$ cat config.mk
export PLATFORM = sky130hd
export DESIGN_NAME = fetch_unit
export DESIGN_NICKNAME = d
export VERILOG_FILES = /design/src/rtl/fetch_unit.sv
export SDC_FILE = /design/constraint.sdc
export NUM_CORES = 1
export LEC_CHECK = 0
export CAP_MARGIN = 20
export CORE_MARGIN = 2
export CORE_UTILIZATION = 28
export CTS_CLUSTER_DIAMETER = 80
export DETAILED_ROUTE_END_ITERATION = 10
export HOLD_SLACK_MARGIN = 0.03
export PLACE_DENSITY = 0.58
export SETUP_SLACK_MARGIN = 0.02
export SLEW_MARGIN = 20
export SYNTH_ARGS = -nofsm -noshare
export SYNTH_HDL_FRONTEND = slang
export SYNTH_SLANG_ARGS = --single-unit
$ cat constraint.sdc
create_clock -name clk -period 16.06 [get_ports clk]
set_input_delay 3.212 -clock clk [delete_from_list [all_inputs] [get_ports clk]]
set_output_delay 3.212 -clock clk [all_outputs]
set_load 0.02 [all_outputs]
$ cat src/rtl/fetch_unit.sv
`default_nettype none
// ============================================================================
//  Module   : fetch_unit
//  Purpose  : Sequential instruction fetch. Holds the PC, reads the
//             instruction memory combinationally and buffers {pc, instr}
//             pairs in a small FIFO toward decode. A taken branch flushes
//             the buffer and restarts fetch at the word-aligned target.
//  Options  : FETCH_PERF_CNT_EN adds perf_fetched, a saturating count of
//             instructions handed to decode.
//  Revision : 1.0  initial release
// ============================================================================
module fetch_unit #(
  parameter int N     = 64,
  parameter int DEPTH = 2
) (
  input  logic          clk,
  input  logic          reset,
  output logic [5:0]    imem_addr,
  input  logic [31:0]   imem_q,
  input  logic          br_taken,
  input  logic [N-1:0]  br_target,
  output logic          if_valid,
  input  logic          if_ready,
  output logic [31:0]   if_instr,
  output logic [N-1:0]  if_pc
`ifdef FETCH_PERF_CNT_EN
  ,
  output logic [31:0]   perf_fetched
`endif
);

  localparam int C_PTR_W = $clog2(DEPTH);
  localparam int C_CNT_W = C_PTR_W + 1;

  logic [N-1:0]       pc_q,      pc_d;
  logic [C_CNT_W-1:0] count_q,   count_d;
  logic [C_PTR_W-1:0] rd_ptr_q,  rd_ptr_d;
  logic [C_PTR_W-1:0] wr_ptr_q,  wr_ptr_d;
  logic [N-1:0]       pc_mem_q    [DEPTH];
  logic [31:0]        instr_mem_q [DEPTH];

  logic w_full;
  logic w_deq;
  logic w_enq;
  logic w_unused_ok;

  // Only bits [N-1:2] of the branch target matter; the byte offset is dropped.
  assign w_unused_ok = &{1'b0, br_target[1:0]};

  assign w_full    = (count_q == C_CNT_W'(DEPTH));
  assign if_valid  = (count_q != '0);
  // A redirect overrides any handshake in the same cycle.
  assign w_deq     = if_valid && if_ready && !br_taken;
  assign w_enq     = !br_taken && (!w_full || w_deq);
  assign imem_addr = pc_q[7:2];
  assign if_pc     = pc_mem_q[rd_ptr_q];
  assign if_instr  = instr_mem_q[rd_ptr_q];

  // Next-state for PC, occupancy and pointers; redirect beats everything.
  always_comb begin
    pc_d     = pc_q;
    count_d  = count_q;
    rd_ptr_d = rd_ptr_q;
    wr_ptr_d = wr_ptr_q;
    if (br_taken) begin
      pc_d     = {br_target[N-1:2], 2'b00};
      count_d  = '0;
      rd_ptr_d = '0;
      wr_ptr_d = '0;
    end else begin
      if (w_enq) begin
        pc_d     = pc_q + N'(4);
        wr_ptr_d = wr_ptr_q + C_PTR_W'(1);
      end
      if (w_deq) begin
        rd_ptr_d = rd_ptr_q + C_PTR_W'(1);
      end
      count_d = count_q + C_CNT_W'(w_enq) - C_CNT_W'(w_deq);
    end
  end

  // Control state register.
  always_ff @(posedge clk or posedge reset) begin
    if (reset) begin
      pc_q     <= '0;
      count_q  <= '0;
      rd_ptr_q <= '0;
      wr_ptr_q <= '0;
    end else begin
      pc_q     <= pc_d;
      count_q  <= count_d;
      rd_ptr_q <= rd_ptr_d;
      wr_ptr_q <= wr_ptr_d;
    end
  end

  // Buffer storage; cleared on reset so the head reads as zero while empty.
  always_ff @(posedge clk or posedge reset) begin
    if (reset) begin
      for (int i = 0; i < DEPTH; i++) begin
        pc_mem_q[i]    <= '0;
        instr_mem_q[i] <= '0;
      end
    end else if (w_enq) begin
      pc_mem_q[wr_ptr_q]    <= pc_q;
      instr_mem_q[wr_ptr_q] <= imem_q;
    end
  end

`ifdef FETCH_PERF_CNT_EN
  logic [31:0] perf_q;

  // Saturating count of accepted transfers; survives redirects.
  always_ff @(posedge clk or posedge reset) begin
    if (reset) begin
      perf_q <= '0;
    end else if (w_deq && (perf_q != '1)) begin
      perf_q <= perf_q + 32'd1;
    end
  end

  assign perf_fetched = perf_q;
`endif

endmodule
`default_nettype wire

After elaboration in Yosys (flattened, before gate mapping)
Index checks and enable logic that the tools add are counted.
Storage, ports and cells
  bits in registers: 260
  input port bits: 100
  output and inout bits: 103
Operators by class
  $add $sub $neg: 5
  $lt $le $gt $ge: 3
  equality and inequality tests: 1
  muxes and demuxes: 19
  bitwise operators: 2
  reduce and logical (&&, ||, !) cells: 10
Operators with widths (count)
  64-bit 2-to-1 mux: 6
  128-bit bitwise mux: 1
  32-bit 2-to-1 mux: 4
  64-bit by 3-bit adder with 64-bit output (second input constant): 1
  64-bit bitwise mux: 1
  64-bit demux with 1-bit select: 1
  32-bit demux with 1-bit select: 1
  2-bit nonzero test: 3
  2-bit greater-or-equal comparator (second input constant): 2
  1-bit logical AND: 4
  1-bit 2-to-1 mux: 4
  1-bit inverter with 2-bit output: 2
  1-bit adder (second input constant): 2
  2-bit by 1-bit adder with 2-bit output: 1
  2-bit equality test (second input constant): 1
  1-bit zero test: 2
  2-bit by 1-bit < comparator with 1-bit output (second input constant): 1
  2-bit 2-to-1 mux: 1
  2-bit by 1-bit subtractor with 2-bit output: 1
  1-bit logical OR: 1

Depth between registers and ports, before layout
Gate-level depths: netlist of run 1.
  depth after elaboration: 8
  gate-level depth with buffers: 9
  gate-level depth less buffers: 8

Worst setup path after synthesis of run 1
Ideal clock, no wire load.
  path type: input port to flip-flop
  start: input br_taken
  end: register pc_mem_q[67] in the netlist's numbering
  setup time: 125 ps
  arrival: 4883 ps
  slack: 11052 ps
  stages: 7
  cells stage by stage: nand2b_1 -> nand2_1 -> nand2_1 -> nor2_1 -> clkbuf_1 -> clkbuf_1 -> mux2_2
Between the ends
  longest elaborated chain between the ends: 4
Ends and longest elaborated chain
  from (decl): line 20  | input logic br_taken,
  1-bit zero test (*): line 53, 54
  1-bit logical AND: line 53  | assign w_deq = if_valid && if_ready && !br_taken;
  1-bit logical OR: line 54  | assign w_enq = !br_taken && (!w_full || w_deq);
  1-bit logical AND (*): line 54
  to (signal, indexed assignment): line 105  | pc_mem_q[wr_ptr_q] <= pc_q;
  to (decl): line 39  | logic [N-1:0] pc_mem_q [DEPTH];
Every way passes the cells marked *; elsewhere a longest branch is shown, timed or not.
A chain may end at the register's enable or synchronous reset.

Worst setup path after layout of run 1
  start: register rd_ptr_q
  end: output if_pc[42]
Between the ends
  longest elaborated chain between the ends: 4
Ends and longest elaborated chain
  from (decl): line 37  | logic [C_PTR_W-1:0] rd_ptr_q, rd_ptr_d;
  from (signal assigned): line 92  | rd_ptr_q <= rd_ptr_d;
  1-bit inverter with 2-bit output (not written as such): line 56  | assign if_pc = pc_mem_q[rd_ptr_q];
  64-bit 2-to-1 mux (not written as such) (3 in a row): line 56
  to (decl): line 25  | output logic [N-1:0] if_pc
Every way passes these cells. The select of a mux whose other input is x is not followed.

==> results of run 1 <==
-- worst paths after layout --
kind / from / endpoint / slack [ns]
worst max register to register: count_q[1] / instr_mem_q[30] / 13.06
worst max-delay path: rd_ptr_q / if_pc[42] / 9.60
worst min register to register: pc_mem_q[54] / pc_mem_q[54] / 0.48
min in group asynchronous: reset / pc_mem_q[2] / 3.20
worst min-delay path: pc_mem_q[54] / pc_mem_q[54] / 0.48
max in group asynchronous: reset / instr_mem_q[25] / 11.37
-- kinds of logic after synthesis --
kind of cell,Yosys count
compound gates,84
fa+ha+maj,3
simple gates,256
flops,254
mux,280
buf+inv,85
other cells,1
xor+xnor,38
-- cell type report --
cell class | instances | area, um2
clock inverters | 8 | 150.1
fillers | 4231 | 27200
flip-flops and latches | 254 | 6360
multi-input cells | 663 | 5425
inverters | 14 | 60.06
well taps | 585 | 732.0
repair buffers | 209 | 2062
clock buffers | 48 | 899.6
-- Yosys cell counts (2+ instances only) --
library cell / n
mux2i_1: 5
and4_1: 13
nor3_1: 17
nand2_1: 85
clkbuf_2: 2
o31ai_1: 5
nand4_1: 24
inv_1: 13
a22oi_1: 4
or3_2: 2
buf_4: 8
or2_2: 2
nor2_1: 26
a221o_1: 2
dfrtp_1: 254
clkbuf_1: 40
or4_1: 15
nor2b_1: 13
o21ai_0: 47
o211ai_1: 6
and3_1: 9
xnor2_1: 27
nor4_1: 13
buf_1: 9
xor2_1: 11
ha_1: 3
mux2_2: 275
nand2b_1: 3
nand3_1: 27
buf_2: 11
a31oi_1: 10
or3_1: 2
-- layer usage --
| metal | global-route usage, % | part of all wire (%) | up-vias |
|---|---|---|---|
| met4 | 3.035 | 2.0 | 4 |
| met2 | 23.87 | 49 | 198 |
| met3 | 2.703 | 4.9 | 42 |
| li1 | - | - | 3947 |
| met5 | 0 | 0.10 | - |
| met1 | 18.15 | 44 | 4206 |
-- registers in the layout (all words and copies together) (netlist names) --
signal	flops
wr_ptr_q	1
pc_q	62
instr_mem_q	64
count_q	2
rd_ptr_q	1
pc_mem_q	124
-- power by group --
part	switching, mW	leakage (nW)	internal [mW]
Sequential	0.157	3.01	0.893
Combinational	0.539	2.69	0.668
Clock	0.271	0.508	0.447
Total	0.967	6.21	2.01
-- worst reg2reg max path: stages (launching register included) --
cell and delay (ns):
dfrtp_1 0.39, nor2b_1 0.22, nand2_1 0.33, nand3_4 0.64
buf_4 0.78, mux2_2 0.53
==> reports/qor.csv, run 1 <==
stage;metric;value;unit
clock_network;cts.sinks;254;
min_path;hold_path.class;register to register;
run_status;outcome;completed;
route;antenna_left;0;
synth;async_flop_share;100.0;%
critical_path;crit_buf_inv;2;
timing;hold_viol;0;
placement;placed_cell_area;14640;um2
critical_path;cp.depth;3;
timing;holdWs;0.4775;ns
final_layout;drive_above_1_share;29.10;%
critical_path;cp.arrival;3.25;ns
critical_path;cp_top_family;buffers and inverters;
synth;synth_cell_types;50;
final_layout;area_delta_synth_final;29.33;%
synth;ys_ff_latch;254;
synth;ys.warnings.count;0;
clock_network;ctsHoldBuffers;0;
final_layout;layout_commonest_cell;mux2_2;
route;drtIter0Drc;335;
run;drv_cap;0;
clock_network;cts_root_buf;clkbuf_16;
floorplan;ioPinCount;203;
placement;dp.cells;1725;
final_layout;fin_nets;1276;
clock_network;cts_buffers;31;
global_route;grt_max_degree;111;
synth;netlist_instances;1001;
synth;synth_edf_count;0;
floorplan;dieArea;45000;um2
route;dr_total_vias;8397;
timing;fin_crit;6.462;ns
global_route;grt_pass1_wl;49380;um
clock_network;cts.repair.resized;0;
synth;synth_largest_area_cell;dfrtp_1;
critical_path;cp-end-kind;output port;
route;routed_wl;31650;um
power;ir_worst_vdd;0.1194;mV
clock_network;htree_levels;1;
critical_path;required;12.85;ns
timing;timing.final.ws_setup;9.598;ns
synth;synth_seq_area_share;52.40;%
final_layout;final_cell_count_no_fill;1781;
route;drc;0;
min_path;hold_depth;2;
clock_network;cts_tree;done;
global_route;antenna_found_initial;2;
placement;io_buffers;198;
timing;rsz0062_at_grt;no;
clock_network;cts_setup_buffers;0;
synth;synth_area_per_cell;12.12;um2
critical_path;cpMaxStageDelayCell;dfrtp_4;
placement;place_congestion;0.7324;
synth;synth_adder_area_share;0.3094;%
synth;ys_top_cells_by_area;dfrtp_1 (52%), mux2_2 (26%), nand2_1 (2.6%);
placement;dpl_worst_slack;9.698;ns
timing;worst_slew_pin_slew;1.020;ns
timing;drv_slew;0;
timing;setup_viol;0;
critical_path;crit_type;register to output port;
floorplan;core;42890;um2
critical_path;cpPeakStageDelay;0.86;ns
final_layout;antenna_cells;0;
timing;max_slew_margin;31.46;%
clock_network;clock_latency;0.57;ns
synth;syn-cell-area;12130;um2
synth;synth_top_family_by_area;multiplexers;
floorplan;initial_core_util;28.29;%
power;power;2.975;mW
route;wire_per_inst;17.77;um
power;p_leak;6.209;nW
synth;synth_compound_area_share;4.466;%
synth;synth_top_area_share;52.40;%
timing;fin_worst_skew;0.01845;ns
synth;yosys.area_share.xor_xnor;2.744;%
route;viasPerCell;4.715;
global_route;grt-ovfl-total;0;
critical_path;crit_path_start_kind;register;
critical_path;crit_path_max_fanout;56;
final_layout;final_area;15690;um2
clock_network;clockBufferDepth;3;
global_route;grtUsageTotal;13.91;%
final_layout;final_cell_mix;mux2_2 (275), dfrtp_1 (253), clkdlybuf4s50_1 (197), nand2_1 (85), o21ai_0 (47);
clock_network;path_clk_slew;0.06;ns
timing;fmax;154.8;MHz
synth;yosys.area_share.simple;11.04;%
floorplan;die_width;212.1;um
synth;synth_flop_cell;dfrtp_1;
floorplan;rows;76;
timing;period_share;40.23;%
route;drtPass1Iterations;5;
critical_path;worstPathCellList;buf_4, mux2_2, clkdlybuf4s50_1;
final_layout;post-route-util;36.58;%
placement;detailed_place_hpwl;21060;um
critical_path;rr_worst_depth;5;
power;pwr_density_cell;189.6;nW/um2
global_route;grt_pass1_vias;8710;
synth;muxShareOfSynthArea;25.94;%
timing;tns;0;ns
floorplan;die_y;212.1;um
(Power assumes the default switching activity.)
==> run 2: changes to the inputs <==
--- a/config.mk
+++ b/config.mk
@@ -11,7 +11,7 @@
 export CTS_CLUSTER_DIAMETER = 80
 export DETAILED_ROUTE_END_ITERATION = 10
 export HOLD_SLACK_MARGIN = 0.03
-export PLACE_DENSITY = 0.58
+export PLACE_DENSITY = 0.6
 export SETUP_SLACK_MARGIN = 0.02
 export SLEW_MARGIN = 20
 export SYNTH_ARGS = -nofsm -noshare
==> constraint.sdc (replaced) <==
create_clock -name clk -period 5.62 [get_ports clk]
set_input_delay 1.124 -clock clk [delete_from_list [all_inputs] [get_ports clk]]
set_output_delay 1.124 -clock clk [all_outputs]
set_load 0.02 [all_outputs]
==> run 2 against run 1 <==
Setup slack got worse by 8.0 ns. Utilization about the same. Clock power increased to 2.7 times the previous value. Hold slack got worse by 0.0048 ns.
==> reports/qor.csv, run 2 (synthesis gave the netlist of run 1 again) <==
stage;metric;value;unit
critical_path;crit_path_start_kind;register;
critical_path;r2r_end;pc_q[54];
final_layout;largest_register_ffs;124;
clock_network;clock_latency;0.56;ns
min_path;worstHoldStart;pc_mem_q[58];
floorplan;die_width;212.1;um
route;drc;0;
run;drv_cap;0;
timing;drv_slew;0;
global_route;grt_pass1_vias;8638;
route;antenna_left;0;
critical_path;rr_worst_depth;5;
final_layout;drive_above_1_share;29.31;%
global_route;antenna_found_initial;3;
final_layout;largest-register;pc_mem_q;
critical_path;worstPathCellList;buf_12, mux2_2, clkdlybuf4s50_1;
placement;place_congestion;0.7525;
critical_path;rrSetupSlack;2.77;ns
route;routed_wl;31880;um
route;dr_total_vias;8445;
final_layout;final-seq-area;6360;um2
timing;worst_slew_pin_slew;1.006;ns
global_route;grtUsageTotal;14.03;%
power;share_comb_of_total_power;41.2;%
timing;fin_crit;4.037;ns
critical_path;cpPeakStageDelay;0.97;ns
clock_network;cts.repair.resized;0;
route;top_layer_used;met5;
timing;holdWs;0.4727;ns
clock_network;htree_levels;1;
timing;fmax;247.7;MHz
route;wire_per_inst;17.92;um
clock_network;cts_setup_buffers;0;
floorplan;dieArea;45000;um2
critical_path;required;4.50;ns
power;pwr_density_cell;536.8;nW/um2
route;drtIter0Drc;353;
power;clockPowerShare;23.0;%
timing;fin_worst_skew;0.009954;ns
clock_network;cts_tree;done;
critical_path;cp-end-kind;output port;
global_route;grt-ovfl-total;0;
floorplan;initial_core_util;28.29;%
clock_network;ctsHoldBuffers;0;
route;viasPerCell;4.747;
power;internal-power;5.638;mW
route;drtPass1Iterations;6;
min_path;min_to;pc_mem_q[58];
timing;setup_viol;0;
final_layout;final_cell_mix;mux2_2 (275), dfrtp_1 (253), clkdlybuf4s50_1 (197), nand2_1 (85), o21ai_0 (47);
final_layout;multiInputGateArea;5425;um2
min_path;hold_depth;2;
final_layout;fill_cells;4211;
global_route;grt_max_degree;159;
placement;detailed_place_hpwl;20900;um
power;seqPwrFrac;35.8;%
critical_path;cp.arrival;2.91;ns
global_route;grt_pass1_wl;49590;um
critical_path;cpMaxStageDelayCell;dfrtp_4;
timing;max_slew_margin;32.38;%
floorplan;ioPinCount;203;
final_layout;area_delta_synth_final;29.19;%
clock_network;path_clk_slew;0.06;ns
power;p_leak;6.190;nW
power;switchingPower;2.775;mW
final_layout;fin_nets;1277;
timing;hold_viol;0;
clock_network;clockBufferDepth;3;
final_layout;layout_commonest_cell;mux2_2;
placement;io_buffers;198;
min_path;hold_path.class;register to register;
timing;period_share;71.83;%
final_layout;antenna_cells;0;
clock_network;cts_buffers;31;
critical_path;crit_path_max_fanout;48;
floorplan;core;42890;um2
run_status;outcome;completed;
power;switching_share;32.99;%
final_layout;top_regs;pc_mem_q x124, instr_mem_q x64, pc_q x62;
clock_network;cts.sinks;254;
critical_path;crit_type;register to output port;
timing;rsz0062_at_grt;no;
critical_path;timing.rr.start;pc_q[3];
floorplan;rows;76;
route;wl_met2;15170;um
route;wl_met1;14400;um
timing;tns;0;ns
clock_network;cts_root_buf;clkbuf_16;
power;ir_worst_vdd;0.3012;mV
route;wl_met3;1711;um
power;power;8.413;mW
floorplan;die_y;212.1;um
run 2: area by class of cell:
class                           instances  share of cell area (%)
Sequential cell                       254                   40.58
Multi-Input combinational cell        663                   34.62
Timing Repair Buffer                  210                   13.52
Clock buffer                           43                   5.557
Tap cell                              585                   4.671
Clock inverter                         10                  0.6866
Inverter                               14                  0.3593
run 2: worst max-delay path by stage:
stage / cells past startpoint / start / slack [ns] / to
2_1_floorplan: 1 / reset / 1.15 / count_q[0]
3_3_place_gp: 6 / br_taken / 1.56 / instr_mem_q[7]
3_5_place_dp: 6 / br_taken / 1.54 / instr_mem_q[2]
4_1_cts: 3 / rd_ptr_q / 1.49 / if_pc[31]
5_1_grt: 3 / rd_ptr_q / 1.44 / if_pc[30]
6_report: 3 / rd_ptr_q / 1.58 / if_pc[39]
run 2: power groups by stage:
stage                     Clock [mW]  Combinational (mW)  Sequential [mW]
after floorplan                    0                2.26             2.84
after global placement             0                3.48             3.00
after detailed placement           0                3.51             3.05
after CTS                       2.01                3.54             3.02
after global routing            2.08                3.70             3.12
final                           1.94                3.46             3.02
run 2: per-layer routing:
metal  vias to the layer above  GRT usage, %
met2                       189         23.58
met1                      4252         18.48
met3                        46         2.895
met4                         6         3.327
met5                         -             0
li1                       3952             -
run 2: through the flow:
stage	util (%)	instance area (um2)	setup WS (ns)	std cells
detailed placement	34.26	14690	1.541	1726
finish	36.54	15670	1.583	1779
CTS	36.54	15670	1.488	1779
global route	36.54	15670	1.438	1779
global placement	34.26	14690	1.563	1726
floorplan	-	12140	1.152	1002
run 2: critical path, delay by kind of cell (launching register included):
| kind | cells | cell delay [ns] |
|---|---|---|
| buffers and inverters | 2 | 0.98 |
| flip-flops | 1 | 0.97 |
| multiplexers | 1 | 0.38 |
==> run 3: changes to the inputs <==
==> constraint.sdc (replaced) <==
create_clock -name clk -period 3.3 [get_ports clk]
set_input_delay 0.66 -clock clk [delete_from_list [all_inputs] [get_ports clk]]
set_output_delay 0.66 -clock clk [all_outputs]
set_load 0.02 [all_outputs]
==> run 3 against run 2 <==
Largest power group unchanged. Largest cell class unchanged. Power grew 72%. Count of clock-buffer cells in the layout shrank 2. Utilization grew 0.46 points. Register-to-register slack lost 2.2 ns. Via count grew 0.18%. Combinational power grew 76%. Clock power grew 71%. Flip-flop and latch count is the same. Non-clock buffer count grew 18. Sequential power grew 67%.
==> reports/qor.csv, run 3 (synthesis gave the netlist of run 1 again) <==
stage;metric;value;unit
global_route;grt_pass1_vias;8643;
timing;hold_viol;0;
floorplan;rows;76;
clock_network;cts.sinks;254;
critical_path;rr_worst_depth;5;
critical_path;required;2.64;ns
timing;fmax;322.6;MHz
timing;fin_crit;3.100;ns
timing;worst_slew_pin_slew;0.8618;ns
global_route;antenna_found_initial;5;
final_layout;area_delta_synth_final;30.80;%
route;drc;0;
placement;io_buffers;198;
clock_network;path_clk_slew;0.06;ns
final_layout;top_regs;pc_mem_q x124, instr_mem_q x64, pc_q x62;
route;wire_per_inst;17.86;um
clock_network;cts_tree;done;
clock_network;cts_buffers;30;
critical_path;crit_path_start_kind;register;
min_path;hold_path.class;input port to asynchronous set/reset pin;
final_layout;fill_cells;4195;
run;drv_cap;0;
floorplan;core;42890;um2
critical_path;cp-end-kind;output port;
route;antenna_left;0;
clock_network;cts.repair.resized;0;
clock_network;htree_levels;1;
clock_network;ctsHoldBuffers;0;
power;pwr_density_cell;911.6;nW/um2
critical_path;rrSetupSlack;0.60;ns
critical_path;crit_end;if_pc[43];
clock_network;cts_setup_buffers;0;
clock_network;cts_root_buf;clkbuf_16;
final_layout;drive_above_1_share;30.42;%
run_status;outcome;completed;
timing;setup_viol;0;
final_layout;fin_nets;1294;
global_route;grtUsageTotal;14.12;%
placement;place_congestion;0.7777;
critical_path;crit_path_max_fanout;19;
power;ir_worst_vdd;0.5029;mV
route;dr_total_vias;8460;
global_route;grt_pass1_wl;49690;um
critical_path;crit_type;register to output port;
route;viasPerCell;4.703;
final_layout;largest-register;pc_mem_q;
critical_path;cp-startpoint;rd_ptr_q;
final_layout;largest_register_ffs;124;
timing;tns;0;ns
timing;max_slew_margin;42.54;%
timing;period_share;93.95;%
timing;rsz0062_at_grt;no;
placement;detailed_place_hpwl;22220;um
route;drtPass1Iterations;5;
final_layout;layout_commonest_cell;mux2_2;
floorplan;die_width;212.1;um
floorplan;die_y;212.1;um
critical_path;timing.rr.start;pc_q[5];
critical_path;r2r_end;pc_q[57];
clock_network;clock_latency;0.56;ns
global_route;grt_max_degree;95;
power;p_leak;6.315;nW
timing;holdWs;0.4637;ns
final_layout;final_cell_mix;mux2_2 (275), dfrtp_1 (253), clkdlybuf4s50_1 (197), nand2_1 (85), o21ai_0 (47);
route;routed_wl;32130;um
floorplan;dieArea;45000;um2
timing;fin_worst_skew;0.01190;ns
floorplan;initial_core_util;28.29;%
critical_path;cp.arrival;2.44;ns
floorplan;ioPinCount;203;
route;drtIter0Drc;459;
clock_network;clockBufferDepth;3;
global_route;grt-ovfl-total;0;
timing;drv_slew;0;
[run 3: cell count changes in the layout (fill, tap and decap cells not counted)]
cell	previous run	this run
buf_4	9	23
buf_12	4	8
clkinv_2	5	9
clkbuf_8	5	3
clkinvlp_4	4	2
bufinv_16	2	3
diode_2	0	1
[run 3: report_power, final]
part	switching (mW)	internal (mW)
Sequential	0.698	4.35
Clock	1.30	2.01
Combinational	2.75	3.35
Total	4.75	9.71
[run 3: final cells by class]
cell class              count  area, um2  share of cell area, %
flip-flops and latches    254       6360                  40.08
repair buffers            228       2305                  14.53
inverters                  14      56.30                 0.3549
well taps                 585      732.0                  4.613
diodes                      1      2.502                0.01577
clock buffers              41      843.3                  5.315
multi-input cells         663       5425                  34.19
clock inverters            13      142.6                 0.8990
[run 3: layer usage]
layer / up-vias / global-route usage (%) / share of wire [%]
li1: 3987 / - / -
met1: 4218 / 18.87 / 45
met2: 207 / 23.12 / 47
met3: 40 / 3.087 / 5.8
met4: 8 / 3.691 / 2.0
met5: - / 0 / 0.17
[run 3: worst max-delay path, cell delays in order, from the launching register on]
cell,delay (ns)
dfrtp_4,0.57
buf_4,0.34
mux2_2,0.38
clkdlybuf4s50_1,0.58
[run 3: per-stage QoR]
stage               cells  total power [mW]  area [um2]  utilization [%]  setup WS [ns]
finish               1799             14.46       15870            37.00         0.1997
global route         1799             15.31       15870            37.00         0.1024
CTS                  1798             14.72       15860            36.99         0.1340
detailed placement   1744             11.30       14880            34.69         0.1884
global placement     1744             11.16       14880            34.69         0.2331
floorplan            1002             8.676       12140                -        -0.7036
[run 3: worst min path at each step]
| stage | cells past startpoint | slack, ns | end | startpoint |
|---|---|---|---|---|
| 5_1_grt | 2 | 0.49 | pc_mem_q[111] | reset |
| 4_1_cts | 2 | 0.43 | pc_mem_q[111] | reset |
| 6_report | 2 | 0.46 | pc_mem_q[111] | reset |
| 3_5_place_dp | 2 | 0.47 | pc_mem_q[58] | pc_mem_q[58] |
| 2_1_floorplan | 2 | 0.44 | pc_mem_q[17] | pc_mem_q[17] |
| 3_3_place_gp | 2 | 0.45 | pc_mem_q[17] | pc_mem_q[17] |
